--- src/rtl/fifo_arb_pkg.sv ---
// -----------------------------------------------------------------------------
// fifo_arb_pkg
// Shared constants for the multi-requester write FIFO: default sizing and the
// widths derived from it (pointer, occupancy counter, requester id).
// -----------------------------------------------------------------------------
package fifo_arb_pkg;

    localparam int NREQ_DEF  = 4;
    localparam int DEPTH_DEF = 16;
    localparam int WIDTH_DEF = 8;

    localparam int PTR_W = $clog2(DEPTH_DEF);
    localparam int CNT_W = PTR_W + 1;
    localparam int ID_W  = $clog2(NREQ_DEF);

endpackage

--- src/rtl/rr_arbiter.sv ---
// -----------------------------------------------------------------------------
// rr_arbiter
// Round-robin arbiter holding the index of the last granted requester. The
// search starts one past that index and wraps.
//   clk  : clock
//   rst  : synchronous active-high reset (requester 0 gets top priority)
//   req  : per-requester request vector
//   en   : grant enable; gnt is forced to zero when low
//   upd  : a grant is being consumed this cycle; advance the pointer
//   gnt  : one-hot combinational grant
// -----------------------------------------------------------------------------
module rr_arbiter #(
    parameter int NREQ = 4
) (
    input  logic            clk,
    input  logic            rst,
    input  logic [NREQ-1:0] req,
    input  logic            en,
    input  logic            upd,
    output logic [NREQ-1:0] gnt
);
    localparam int IW = $clog2(NREQ);

    logic [IW-1:0]   last;
    logic [IW:0]     shamt;
    logic [NREQ-1:0] rot;
    logic [NREQ-1:0] oh;
    logic            found;
    logic [IW-1:0]   gidx;

    // Rotate the request vector so bit 0 is the highest-priority requester,
    // pick the lowest set bit, then rotate the one-hot back into place.
    always_comb begin
        shamt = {1'b0, last} + 1'b1;
        rot   = NREQ'({req, req} >> shamt);
        oh    = '0;
        found = 1'b0;
        for (int j = 0; j < NREQ; j++) begin
            if (rot[j] && !found) begin
                oh[j] = 1'b1;
                found = 1'b1;
            end
        end
        gnt = '0;
        if (en) begin
            gnt = NREQ'(({oh, oh} << shamt) >> NREQ);
        end
    end

    always_comb begin
        gidx = '0;
        for (int i = 0; i < NREQ; i++) begin
            if (gnt[i]) gidx = IW'(i);
        end
    end

    // Reset to the top index so the first search starts at requester 0.
    always_ff @(posedge clk) begin
        if (rst) begin
            last <= IW'(NREQ - 1);
        end else if (upd && (|gnt)) begin
            last <= gidx;
        end
    end

endmodule

--- src/rtl/fifo_wr_arbiter.sv ---
// -----------------------------------------------------------------------------
// fifo_wr_arbiter
// FIFO with NREQ round-robin arbitrated write ports and one read port. Each
// entry stores the data together with the index of the requester that wrote it.
//   clk      : clock, rising edge
//   rst      : synchronous active-high reset
//   req      : per-requester write request (level)
//   req_data : requester i data in [i*WIDTH +: WIDTH]
//   gnt      : one-hot combinational grant; write happens on the same edge
//   rinc     : read request
//   rdata    : read data, valid with rvalid
//   rid      : source requester of rdata
//   rvalid   : high the cycle after an accepted read
//   wfull    : occupancy == DEPTH
//   rempty   : occupancy == 0
//   count    : current occupancy
// -----------------------------------------------------------------------------
module fifo_wr_arbiter
    import fifo_arb_pkg::*;
#(
    parameter int NREQ  = NREQ_DEF,
    parameter int DEPTH = DEPTH_DEF,
    parameter int WIDTH = WIDTH_DEF
) (
    input  logic                    clk,
    input  logic                    rst,
    input  logic [NREQ-1:0]         req,
    input  logic [NREQ*WIDTH-1:0]   req_data,
    output logic [NREQ-1:0]         gnt,
    input  logic                    rinc,
    output logic [WIDTH-1:0]        rdata,
    output logic [$clog2(NREQ)-1:0] rid,
    output logic                    rvalid,
    output logic                    wfull,
    output logic                    rempty,
    output logic [$clog2(DEPTH):0]  count
);
    localparam int PW = $clog2(DEPTH);
    localparam int IW = $clog2(NREQ);
    localparam int CW = PW + 1;
    localparam int EW = IW + WIDTH;

    logic [PW-1:0]    wptr;
    logic [PW-1:0]    rptr;
    logic [EW-1:0]    mem [DEPTH];
    logic             arb_en;
    logic             wr_en;
    logic             rd_en;
    logic [IW-1:0]    widx;
    logic [WIDTH-1:0] wdata;

    // Flags come from the registered count only, so a read accepted while
    // full cannot open a same-cycle write slot.
    assign wfull  = (count == CW'(DEPTH));
    assign rempty = (count == '0);

    assign arb_en = ~rst & ~wfull;
    assign wr_en  = |gnt;
    assign rd_en  = rinc & ~rempty & ~rst;

    rr_arbiter #(
        .NREQ (NREQ)
    ) u_arb (
        .clk (clk),
        .rst (rst),
        .req (req),
        .en  (arb_en),
        .upd (wr_en),
        .gnt (gnt)
    );

    always_comb begin
        widx  = '0;
        wdata = '0;
        for (int i = 0; i < NREQ; i++) begin
            if (gnt[i]) begin
                widx  = IW'(i);
                wdata = req_data[i*WIDTH +: WIDTH];
            end
        end
    end

    always_ff @(posedge clk) begin
        if (rst) begin
            wptr   <= '0;
            rptr   <= '0;
            count  <= '0;
            rvalid <= 1'b0;
        end else begin
            rvalid <= rd_en;
            if (wr_en) wptr <= wptr + PW'(1);
            if (rd_en) rptr <= rptr + PW'(1);
            case ({wr_en, rd_en})
                2'b10:   count <= count + CW'(1);
                2'b01:   count <= count - CW'(1);
                default: count <= count;
            endcase
        end
    end

    // Storage and read register carry no reset; stale contents are unreachable
    // once the pointers and count are cleared.
    always_ff @(posedge clk) begin
        if (wr_en) mem[wptr] <= {widx, wdata};
        if (rd_en) {rid, rdata} <= mem[rptr];
    end

endmodule

--- config.mk ---
export PLATFORM = sky130hd
export DESIGN_NAME = fifo_wr_arbiter
export DESIGN_NICKNAME = d
export VERILOG_FILES = /design/src/rtl/fifo_arb_pkg.sv /design/src/rtl/rr_arbiter.sv /design/src/rtl/fifo_wr_arbiter.sv
export SDC_FILE = /design/constraint.sdc
export NUM_CORES = 1
export LEC_CHECK = 0
export CAP_MARGIN = 20
export CORE_ASPECT_RATIO = 1.1
export CORE_MARGIN = 4
export CORE_UTILIZATION = 55
export DETAILED_ROUTE_END_ITERATION = 10
export PLACE_DENSITY = 0.76
export SLEW_MARGIN = 15
export SYNTH_ARGS = -nofsm -noshare
export SYNTH_HDL_FRONTEND = slang
export SYNTH_SLANG_ARGS = --single-unit
--- constraint.sdc ---
create_clock -name clk -period 5.1 [get_ports clk]
set_input_delay 1.02 -clock clk [delete_from_list [all_inputs] [get_ports clk]]
set_output_delay 1.02 -clock clk [all_outputs]
set_load 0.01 [all_outputs]
Word-level counts from Yosys, hierarchy flattened
Memory sizes are Yosys's and may differ from the RTL's. A register that Yosys moved wholly into a read port is not among the register bits.
Index checks and enable logic that the tools add are counted.
{ "word_totals": {"ff_bits": 16, "mem_count": 1, "mem_bits_rw": 160, "out_inout_bits": 22, "inputBits": 39, "wordCells": 48} }
{ "classes": {"n_bitwise": 6, "reduce_logical": 9, "addsub": 5, "mux": 17, "eq_ne": 3, "shifts": 2} }
{ "mem_list": {"columns": ["memory", "depth", "word_bits", "read_ports", "rd_ports_with_merged_regs", "wr", "line", "rtl"], "rows": [
  ["mem", 16, 10, 1, 1, 1, "fifo_wr_arbiter.sv:45", "logic [EW-1:0] mem [DEPTH];"]
]} }
{ "ops": {"columns": ["op", "count"], "rows": [
  ["8-bit 2-to-1 mux", 4],
  ["5-bit one-hot mux with 2 select lines", 1],
  ["1-bit 2-to-1 mux", 9],
  ["4-bit by 1-bit adder with 4-bit output (second input constant)", 2],
  ["8-bit by 3-bit << shifter with 8-bit output", 1],
  ["8-bit by 3-bit right shift with 4-bit output", 1],
  ["5-bit by 1-bit adder with 5-bit output (second input constant)", 1],
  ["5-bit == test (second input constant)", 1],
  ["5-bit logical NOT", 1],
  ["5-bit by 1-bit subtractor with 5-bit output (second input constant)", 1],
  ["2-bit 2-to-1 mux", 2],
  ["4-bit 2-to-1 mux", 1],
  ["4-bit OR reduction", 1],
  ["2-bit by 1-bit adder with 3-bit output (second input constant)", 1],
  ["1-bit bitwise AND", 3],
  ["1-bit logical AND", 3],
  ["1-bit logical NOT", 3],
  ["1-bit NOT", 3],
  ["2-bit by 1-bit == test with 1-bit output (second input constant)", 1],
  ["2-bit == test (second input constant)", 1],
  ["2-bit nonzero test", 1]
]} }

Depth between registers and ports, before layout
Gate-level depths: netlist (run 1).
{ "depth": {"ltp_word": 18, "mapped_depth": 17, "depth_no_buf": 16} }

Hierarchy
From an unflattened synthesis (run 1), not the netlist that was laid out.
{ "unflattened": {"hier_cells": 460, "hier_area_um2": 7897.6} }
{ "by_module_without_submodules": {"columns": ["mod", "seq_area_each_um2", "n_inst", "cells_each", "area_per_inst_um2"], "rows": [
  ["fifo_wr_arbiter", 5385.2, 1, 403, 7468.4],
  ["rr_arbiter", 40.0, 1, 57, 429.2]
]} }

Worst setup path after synthesis (run 1)
No wires, ideal clock.
{ "synth_path": {"path_type": "in2reg", "from": "input req[2]", "to": "register count[4]", "arrival_ns": 3.837, "n_path_buf": 2, "setup_slack_ns": 1.136, "setup_time_ns": 0.128, "cell_stages": 17, "required_time_ns": 4.972, "path_cell_list": "buf_4 nor4bb_1 a311o_1 and3_1 a2111oi_4 nor2_2 buf_2 inv_1 ha_1 inv_1 fa_1 nor2b_1 o21ai_0 and3_1 nor3_1 xnor2_1 nor2_1"} }
{ "synth_between": {"elab_chain_len": 16, "elab_cells_between_ends": 20, "cone_classes": "2 x eq/ne; 2 x shift; 8 x mux; 8 x reduce/logical"} }
{ "synth_lines": {"columns": ["element", "line", "rtl"], "rows": [
  ["from (decl)", "fifo_wr_arbiter.sv:27", "input logic [NREQ-1:0] req,"],
  ["8-bit by 3-bit right shift with 4-bit output (*)", "rr_arbiter.sv:35", "rot = NREQ'({req, req} >> shamt);"],
  ["1-bit 2-to-1 mux", "rr_arbiter.sv:39", "if (rot[j] && !found) begin"],
  ["1-bit logical NOT", "rr_arbiter.sv:39", null],
  ["1-bit logical AND", "rr_arbiter.sv:39", null],
  ["1-bit 2-to-1 mux", "rr_arbiter.sv:39", null],
  ["1-bit logical NOT", "rr_arbiter.sv:39", null],
  ["1-bit logical AND", "rr_arbiter.sv:39", null],
  ["1-bit 2-to-1 mux", "rr_arbiter.sv:39", null],
  ["1-bit logical NOT", "rr_arbiter.sv:39", null],
  ["1-bit logical AND", "rr_arbiter.sv:39", null],
  ["1-bit 2-to-1 mux", "rr_arbiter.sv:39", null],
  ["8-bit by 3-bit << shifter with 8-bit output (*)", "rr_arbiter.sv:46", "gnt = NREQ'(({oh, oh} << shamt) >> NREQ);"],
  ["4-bit 2-to-1 mux (*)", "rr_arbiter.sv:45", "if (en) begin"],
  ["4-bit OR reduction (*)", "fifo_wr_arbiter.sv:58", "assign wr_en = |gnt;"],
  ["2-bit by 1-bit == test with 1-bit output / 2-bit == test (equally long branches)", "fifo_wr_arbiter.sv:93", "case ({wr_en, rd_en})"],
  ["5-bit one-hot mux with 2 select lines / 2-bit nonzero test (equally long branches)", null, null],
  ["to (signal assigned)", "fifo_wr_arbiter.sv:94", "2'b10: count <= count + CW'(1);"],
  ["to (signal assigned)", "fifo_wr_arbiter.sv:95", "2'b01: count <= count - CW'(1);"],
  ["to (signal assigned)", "fifo_wr_arbiter.sv:96", "default: count <= count;"],
  ["to (decl)", "fifo_wr_arbiter.sv:36", "output logic [$clog2(DEPTH):0] count"]
]} }
Mark *: on every way between the ends. The rest lies on a longest branch, timed or not.
A chain may end at the register's enable or synchronous reset.

Worst setup path in the final report (run 1)
{ "layout_path": {"from": "input req[2]", "to": "output gnt[2]"} }
{ "layout_between": {"elab_chain_len": 13, "elab_cells_between_ends": 15, "cone_classes": "2 x shift; 7 x mux; 6 x reduce/logical"} }
{ "layout_lines": {"columns": ["element", "line", "rtl"], "rows": [
  ["8-bit by 3-bit right shift with 4-bit output (*)", "rr_arbiter.sv:35", null],
  ["1-bit 2-to-1 mux", "rr_arbiter.sv:39", null],
  ["1-bit logical NOT", "rr_arbiter.sv:39", null],
  ["1-bit logical AND", "rr_arbiter.sv:39", null],
  ["1-bit 2-to-1 mux", "rr_arbiter.sv:39", null],
  ["1-bit logical NOT", "rr_arbiter.sv:39", null],
  ["1-bit logical AND", "rr_arbiter.sv:39", null],
  ["1-bit 2-to-1 mux", "rr_arbiter.sv:39", null],
  ["1-bit logical NOT", "rr_arbiter.sv:39", null],
  ["1-bit logical AND", "rr_arbiter.sv:39", null],
  ["1-bit 2-to-1 mux", "rr_arbiter.sv:39", null],
  ["8-bit by 3-bit << shifter with 8-bit output (*)", "rr_arbiter.sv:46", null],
  ["4-bit 2-to-1 mux (*)", "rr_arbiter.sv:45", null],
  ["to (decl)", "fifo_wr_arbiter.sv:29", "output logic [NREQ-1:0] gnt,"]
]} }
Marked as above.

==> results of run 1 <==
cells by family (layout without fill, tap and decap cells):
logic type                 count (synthesis)  in the layout  synth area share (%)
buffers and inverters                     37            120                 2.038
AOI/OAI and AO/OA                         52             52                 5.049
xor gates and xnor gates                   6              6                0.6689
muxes                                     53             53                 14.87
adders and majority gates                 11             11                 1.847
DFF                                      186            186                 69.06
and+or+nand+nor                           92             92                 6.466
metal layers:
metal,vias to the layer above,wire (um),track usage [%]
li1,1907,-,-
met1,2143,6624,30.11
met2,164,8856,36.89
met3,26,970,4.331
met4,0,331,6.787
met5,-,0,0
synth_stat cells (2+ instances only):
cell type  count
a21o_1         2
a21oi_1       10
a21oi_2        2
a31oi_1        8
and2_1         6
and3_1        14
buf_2          8
clkbuf_1      12
dfxtp_1       16
edfxtp_1     170
ha_1          10
inv_1         13
mux2i_1        2
mux4_2        51
nand2_1       24
nand3_1        2
nand4_1        2
nand4b_1       2
nor2_1        16
nor2b_1        9
nor3_1         4
nor4bb_1       2
o211ai_1       2
o21ai_0        7
o22ai_1        8
or3b_1         2
xor2_1         5
stage by stage:
step | hold WS (ns) | util, % | cells | area [um2] | setup WS, ns
5_1_grt | 0.6042 | 66.89 | 708 | 9303 | 0.3475
3_3_place_gp | 0.5293 | 62.49 | 675 | 8691 | 0.4427
3_5_place_dp | 0.5388 | 62.49 | 675 | 8691 | 0.3250
6_report | 0.5591 | 66.89 | 708 | 9303 | 0.6296
2_1_floorplan | 0.4936 | - | 437 | 7856 | 1.136
4_1_cts | 0.5548 | 66.70 | 707 | 9276 | 0.6360
where the power goes:
group / internal, mW / switching (mW) / leakage [nW]
clock: 0.768 / 0.535 / 0.276
sequential: 2.20 / 0.130 / 1.69
combinational: 0.693 / 0.892 / 1.07
total: 3.66 / 1.56 / 3.03
flip-flops by register name (all words and copies together), names as in the netlist:
register / flops
rdata: 8
mem: 160
rptr: 4
count: 5
rid: 2
wptr: 4
rvalid: 1
u_arb.last: 2
path summary, 6_finish.rpt:
kind	cells after the start	to	slack [ns]	startpoint
setup / recovery	7	gnt[2]	0.63	req[2]
hold / removal	2	wptr[1]	0.56	wptr[1]
setup reg to reg	15	count[4]	1.25	u_arb.last[0]
hold reg to reg	2	wptr[1]	0.56	wptr[1]
critical path, delay by kind of cell:
family / cells / cell delay, ns
buffers and inverters: 3 / 1.28
and+or+nand+nor: 2 / 0.72
AOI/OAI and AO/OA: 2 / 0.42
area by class of cell:
type,instances,area [um2]
flip-flops and latches,186,5428
fillers,938,4604
multi-input cells,214,2283
repair buffers,74,718.2
clock buffers,20,436.7
well taps,188,235.2
clock inverters,12,148.9
inverters,14,52.55
==> summary.md, run 1 <==
| Metric | Value |
|---|---|
| HP Class | flop to flop |
| Final min period | approximately 4.5 ns |
| Commonest non-fill, non-tap cell in the layout | edfxtp_1 |
| Width of the die | approximately 120 um |
| Layout Nets | 557 |
| Number of port buffers | 60 |
| First-pass GRT wire length | 26,150 um |
| Reg clk slew, reported paths | 0.06 ns |
| Via/cell ratio | 5.989 |
| Peak supply drop | around 400 uV |
| Post-synthesis cell area | 7856 um2 |
| Pleak | 3.027 nW |
| Crit-path max cell delay | 0.64 ns |
| P per Cell Area | about 560 nW/um2 |
| Avg Inst Size Synth | 17.98 um2 |
| Detailed Route WL | 16,780 um |
| Clock buffer depth | 2 |
| Setup Skew | approximately 0.0083 ns |
| Initial core utilization | a little under three fifths |
| Synth top area cells | edfxtp_1, mux4_2, dfxtp_1, ha_1, nand2_1 |
| Hold buffer count at cts | 0 |
| CP Cell Sequence | clkdlybuf4s50_1, or3b_1, o311ai_2, and3_2, a31oi_4, inv_1, clkdlybuf4s50_1 |
| Initial antenna violation count | 0 |
| Period utilization | 87.66% |
| Vias in the first global route | between 4,000 and 5,000 |
| HPWL Detailed | ~10,000 um |
| CP max stage cell | clkdlybuf4s50_1 |
| Fin. Hold Viols | 0 |
| Post-synth EDFFs | 170 |
| CTS Root Cell | clkbuf_16 |
| F_max | around 220 MHz |
| GRT Total Usage | 22.22% |
| Post-CTS Setup Bufs | 0 |
| Largest net degree at the start of global routing | 44 |
| Cell taking the most area after synthesis | edfxtp_1 |
| Worst slew margin | 37.62% |
| Total grt overflow | 0 |
| Initial drt markers | 467 |
| Core area | 13,910 um2 |
| Total of max-cap violations | 0 |
| N_diodes | 0 |
| Cells after Synth | between 400 and 500 |
| WP data required | 4.08 ns |
| CTS resizes | 0 |
| CP startpoint kind | primary input |
| Sum of negative setup slack | 0 ns |
| Final setup viols | 0 |
| DRT antenna net count | 0 |
| Fin. max-slew vios | 0 |
| Synth top area share | around 65% |
| TritonCTS buffer count | 17 |
| Wire per inst | 23.70 um |
| Worst path most repeated cell | clkdlybuf4s50_1 |
| Worst-Skew Late Latency | between 0.4 and 0.5 ns |
| Routability cong. | 0.8301 |
| Most frequent cells in the layout | edfxtp_1, clkdlybuf4s50_1, mux4_2 |
| Unrepaired setup endpoints after global routing | false |
| Synth warnings | 0 |
| Synth Register Bits | around 190 |
| Clk sinks | ~190 |
| Die Ht | 133.4 um |
| Crit. End Element | output pin |
| Routed vias | 4,240 |
| Register area share after synthesis | 69.06% |
| H-tree levels | 4 |
| CTS tree | built |
| Overall Power | 5.221 mW |
| Ports | 61 |
| Pre-antenna DRT Iters | 5 |
| Post-synth top flop | edfxtp_1 |
| Asr flop ratio synth | 0% |
| DRC errors left | 0 |
| Post-Syn Nets | 487 |
| Status | completed |
| Share of layout cells above drive strength 1 | 20.96% |
| Cell row count | 45 |
| Die footprint | between 15,000 and 20,000 um2 |
| Worst-Margin Slew | 0.9357 ns |
| Yosys cell types | 55 |
| Critical Path AT | between 3 and 4 ns |
| Layout area overhead | 18.41% |
| Peak fanout along the critical path | 10 |
| Setup CP Type | primary input to output pin |
Power figures use the tool's default switching activity.
==> run 2: changes to the inputs <==
CORE_MARGIN = unset   (was 4)
RECOVER_POWER = 100   (was unset)
SLEW_MARGIN = unset   (was 15)
==> run 2 against run 1 <==
  * The run now ends with capacitance limit, slew limit left
  * Combinational power fell by 7%
  * Critical path depth did not move
  * Final cell count rose by 0.14%
  * Worst hold slack got worse by 0.011 ns
  * Die area fell by 9.2%
  * Largest power group unchanged
  * Setup slack got worse by 0.23 ns
  * Core utilization fell by 0.66 points
  * Wire length fell by 4.6%
  * First-iteration DRC count fell by 36%
  * Clock skew rose by 0.0020 ns
  * Critical path type unchanged
==> summary.md, run 2 (synthesis gave the netlist of run 1 again) <==
| Metric | Value |
|---|---|
| DRC errors left | 0 |
| Total of max-cap violations | 1 |
| Hold buffer count at cts | 0 |
| Storage cell area | around 5400 um2 |
| Period utilization | between 90% and 100% |
| Cell row count | 45 |
| Worst path most repeated cell | dlygate4sd3_1 |
| TritonCTS buffer count | 17 |
| Failing checks | capacitance limit, slew limit |
| Sum of negative setup slack | 0 ns |
| N_diodes | 0 |
| CTS tree | built |
| Die footprint | roughly 15,000 um2 |
| M3 GR Usage | 4.886% |
| Initial antenna violation count | 0 |
| GRT Total Usage | 23.66% |
| Unrepaired setup endpoints after global routing | false |
| Setup Skew | 0.01037 ns |
| Initial drt markers | 300 |
| Ports | between 60 and 70 |
| Fillcell total | roughly 980 |
| Worst slack, placed | 0.2386 ns |
| H-tree levels | 4 |
| Pleak | between 2 and 3 nW |
| Initial core utilization | 56.72% |
| Final min period | between 4 and 5 ns |
| Worst-Skew Late Latency | 0.42 ns |
| Met1 usage | 27.37% |
| Largest reg by FF count | mem |
| DRT antenna net count | 0 |
| Number of port buffers | 60 |
| Largest net degree at the start of global routing | 44 |
| Crit. End Element | output pin |
| Grt peak-use layer | met2 |
| Post-CTS Setup Bufs | 0 |
| Layout Nets | around 560 |
| Via/cell ratio | slightly below 6 |
| Crit path setup slack, layout | approximately 0.4 ns |
| WP data required | about 4.1 ns |
| DP Cell Count | 676 |
| Routability cong. | 0.8152 |
| Share of layout cells above drive strength 1 | between 10% and 20% |
| Clock buffer depth | 2 |
| Peak supply drop | 403.6 uV |
| Routing usage on met2 | 42.75% |
| CTS Root Cell | clkbuf_16 |
| P per Cell Area | 546.0 nW/um2 |
| CP Cell Sequence | dlygate4sd3_1, or3b_1, o311ai_2, and3_1, a31oi_4, inv_1, dlygate4sd3_1 |
| Post-layout util | 66.23% |
| CP startpoint kind | primary input |
| Wire per inst | 22.57 um |
| Critical path's top delay family | buffers and inverters |
| Critical Path AT | 3.68 ns |
| Most frequent cells in the layout | edfxtp_1, mux4_2, clkdlybuf4s50_1 |
| Vias in the first global route | 4,350 |
| Die Ht | 127.4 um |
| Width of the die | 116.0 um |
| Fin. max-slew vios | 28 |
| Largest register FFs | 160 |
| Setup CP Type | primary input to output pin |
| Core area | 13,850 um2 |
| First-pass GRT wire length | 24,340 um |
| Cell Count, Final, Fillers Out | 709 |
| Crit-path max cell delay | ~0.72 ns |
| Pre-antenna DRT Iters | 5 |
| Detailed Route WL | 16,010 um |
| Buf/Inv on CP | 3 |
| Hold WS | 0.5485 ns |
| Final setup viols | 0 |
| CTS resizes | 0 |
| Reg clk slew, reported paths | 0.07 ns |
| Worst slew margin | -18.60% |
| Clk sinks | 186 |
| HP Class | flop to flop |
| Worst-Margin Slew | 1.776 ns |
| Layout area overhead | 16.77% |
| Commonest non-fill, non-tap cell in the layout | edfxtp_1 |
| Footprint of the multi-input gates | 2241 um2 |
| Total grt overflow | 0 |
| Peak fanout along the critical path | 10 |
| Status | finished with violations |
| F_max | 212.7 MHz |
| Routed vias | between 4,000 and 5,000 |
| Fin. Hold Viols | 0 |
| CP max stage cell | dlygate4sd3_1 |
| HPWL Detailed | roughly 10000 um |
## run 2: cell type report
| type | instances | area share [%] |
|---|---|---|
| clock buffer | 26 | 5.456 |
| clock inverter | 6 | 0.4092 |
| inverter | 14 | 0.5728 |
| multi-input combinational | 214 | 24.43 |
| sequential | 186 | 59.15 |
| tap | 188 | 2.564 |
| timing repair buffer | 75 | 7.420 |
## run 2: through the flow
stage / area, um2 / power [mW]
6_report: 9174 / 5.008
4_1_cts: 9236 / 5.123
3_5_place_dp: 8698 / 3.931
3_3_place_gp: 8698 / 3.861
5_1_grt: 9174 / 5.229
2_1_floorplan: 7856 / 3.373
## run 2: worst paths after layout
kind / startpoint / endpoint / slack (ns) / cells past startpoint
worst min-delay path: wptr[0] / wptr[0] / 0.55 / 2
worst max register to register: rptr[0] / rdata[2] / 1.03 / 3
worst min register to register: wptr[0] / wptr[0] / 0.55 / 2
worst max-delay path: req[2] / gnt[2] / 0.40 / 7
## run 2: tightest hold or removal path: cells and delay by family, from the launching register on
kind / cells / cell delay [ns]
DFF: 1 / 0.35
AOI/OAI and AO/OA: 2 / 0.15
## run 2: routing by layer
metal	part of all wire, %	wire [um]
met5	0	0
met4	2.0	323
met3	4.4	699
met2	55	8880
met1	38	6102
## run 2: power by group
part           total [mW]  internal (mW)  switching, mW
clock network        1.20          0.679          0.522
logic                1.48          0.606          0.869
registers            2.33           2.21          0.120
==> run 3: changes to the inputs <==
REMOVE_ABC_BUFFERS = 1   (was unset)
==> run 3 against run 2 <==
  * Critical path depth unchanged
  * Register-to-register slack better by 0.09 ns
  * The run still ends with capacitance limit, slew limit left
  * Largest power group unchanged
  * Die area unchanged
==> summary.md, run 3 (synthesis gave the netlist of run 1 again) <==
| Metric | Value |
|---|---|
| Status | finished with violations |
| Failing checks | capacitance limit, slew limit |
| Cell row count | between 40 and 50 |
| Routed vias | around 4,300 |
| Post-DP Area | slightly below 9000 um2 |
| Crit. End Element | output pin |
| Crit-path max cell delay | 0.72 ns |
| Die Ht | 127.4 um |
| GRT Total Usage | roughly 24% |
| Clk sinks | 186 |
| Initial drt markers | 253 |
| Largest reg by FF count | mem |
| Pleak | 2.983 nW |
| Detailed Route WL | 16,700 um |
| CP Cell Sequence | dlygate4sd3_1, nor2b_1, mux4_2, o21a_1, o21ai_1, inv_1, clkdlybuf4s50_1 |
| Via/cell ratio | 6.025 |
| Width of the die | 116.0 um |
| Pre-antenna DRT Iters | 5 |
| DRT antenna net count | 0 |
| Critical Path AT | around 3.8 ns |
| Core area | roughly 14,000 um2 |
| Post-CTS Setup Bufs | 0 |
| Wire per inst | 23.55 um |
| Hold buffer count at cts | 0 |
| Combinational share of power | 29.6% |
| Initial core utilization | 56.72% |
| Largest register FFs | 160 |
| HPWL Detailed | 10,110 um |
| Unrepaired setup endpoints after global routing | false |
| CTS resizes | 0 |
| Fin. max-slew vios | 44 |
| Vias in the first global route | 4,583 |
| Critical path's top delay family | buffers and inverters |
| CTS tree | built |
| Sum of negative setup slack | 0 ns |
| FF-to-FF Start | u_arb.last[0] |
| Worst-Skew Late Latency | 0.42 ns |
| Layout area overhead | 16.82% |
| Final min period | roughly 4.8 ns |
| Worst-Margin Slew | 2.087 ns |
| Worst slew margin | -39.34% |
| Switching Fraction | 30.94% |
| Most frequent cells in the layout | edfxtp_1, mux4_2, clkdlybuf4s50_1 |
| F_max | ~210 MHz |
| Share of layout cells above drive strength 1 | 17.50% |
| Clock buffer depth | 2 |
| Setup CP Type | primary input to output pin |
| Setup Skew | 0.01045 ns |
| CTS Root Cell | clkbuf_16 |
| Buf/Inv on CP | 3 |
| Commonest non-fill, non-tap cell in the layout | edfxtp_1 |
| Switching power of the nets | 1.564 mW |
| Final setup viols | 0 |
| Largest net degree at the start of global routing | 44 |
| CP max stage cell | dlygate4sd3_1 |
| Die footprint | 14,770 um2 |
| Total of max-cap violations | 1 |
| H-tree levels | 4 |
| Layout Nets | ~560 |
| Hold Crit Start | wptr[1] |
| Number of port buffers | 60 |
| Routability cong. | 0.8550 |
| Fillcell total | 973 |
| First-pass GRT wire length | 25,250 um |
| Cell area after layout | approximately 9200 um2 |
| Reg power frac | 46.2% |
| P per Cell Area | roughly 550 nW/um2 |
| HP Class | flop to flop |
| Min-Delay Path Depth | 2 |
| DRC errors left | 0 |
| WP data required | 4.08 ns |
| Total grt overflow | 0 |
| CP startpoint kind | primary input |
| CP Depth | 7 |
| Int Pwr | 3.491 mW |
| Fin. Hold Viols | 0 |
| Worst Reg-to-Reg Cells | 16 |
| Clock share of power | between 20% and 30% |
| Peak fanout along the critical path | 11 |
| Period utilization | 93.74% |
| Reg clk slew, reported paths | around 0.070 ns |
| TritonCTS buffer count | 17 |
| Initial antenna violation count | 0 |
| Launch point of the worst path | req[2] |
| Ports | 61 |
| Peak supply drop | 267.9 uV |
[run 3: cell count changes in the layout (fill, tap and decap cells not counted), moves of 2 or more]
cell        change
clkinv_1        +3
inv_4           -3
clkinvlp_4      +4
clkbuf_8        -2
inv_6           +4
buf_4           +2
clkbuf_1        -7
[run 3: worst reg2reg max path, stage by stage (launching register included)]
cell and delay (ns):
dfxtp_1 0.44, ha_1 0.34, a211oi_1 0.35, o31ai_2 0.14, and3_1 0.26, a2111oi_4 0.44, nor2_2 0.18, inv_1 0.09
ha_1 0.21, inv_1 0.10, fa_1 0.39, nor2b_1 0.19, o21ai_0 0.16, and3_1 0.22, nor3_1 0.18, xnor2_1 0.14
nor2_1 0.05
[run 3: metal layers]
layer  part of all wire, %  up-vias  global-route usage (%)
met5                     0        -                       0
met4                   2.9        0                   10.86
met3                   6.8       34                   6.831
met2                    52      185                   41.84
met1                    39     2147                   28.81
li1                      -     1906                       -
[run 3: layout make-up]
cell class	count	area (um2)	area share, %
timing repair buffer	74	668.1	7.280
inverter	14	52.55	0.5726
tap	188	235.2	2.563
multi-input combinational	214	2243	24.44
sequential	186	5426	59.13
clock buffer	18	429.2	4.676
antenna	1	2.502	0.02727
clock inverter	14	120.1	1.309
[run 3: power groups by stage]
stage	registers, mW	logic (mW)	clock network (mW)
floorplan	2.38	0.956	0
global placement	2.35	1.52	0
detailed placement	2.36	1.59	0
CTS	2.33	1.60	1.24
global route	2.35	1.62	1.30
finish	2.33	1.50	1.23
[run 3: path summary, 6_finish.rpt]
path	to	slack, ns
worst min-delay path	wptr[1]	0.57
worst max-delay path	gnt[3]	0.32
worst max register to register	count[4]	1.12
worst min register to register	wptr[1]	0.57
[run 3: metrics by stage]
stage / cells / power (mW) / setup slack [ns] / hold slack, ns / util (%)
detailed placement: 676 / 3.951 / 0.2312 / 0.5502 / 62.80
global route: 708 / 5.275 / 0.1917 / 0.6030 / 66.24
global placement: 676 / 3.876 / 0.4547 / 0.5336 / 62.80
CTS: 708 / 5.172 / 0.5708 / 0.5636 / 66.77
floorplan: 414 / 3.341 / 1.280 / 0.4933 / -
finish: 709 / 5.055 / 0.3192 / 0.5663 / 66.26
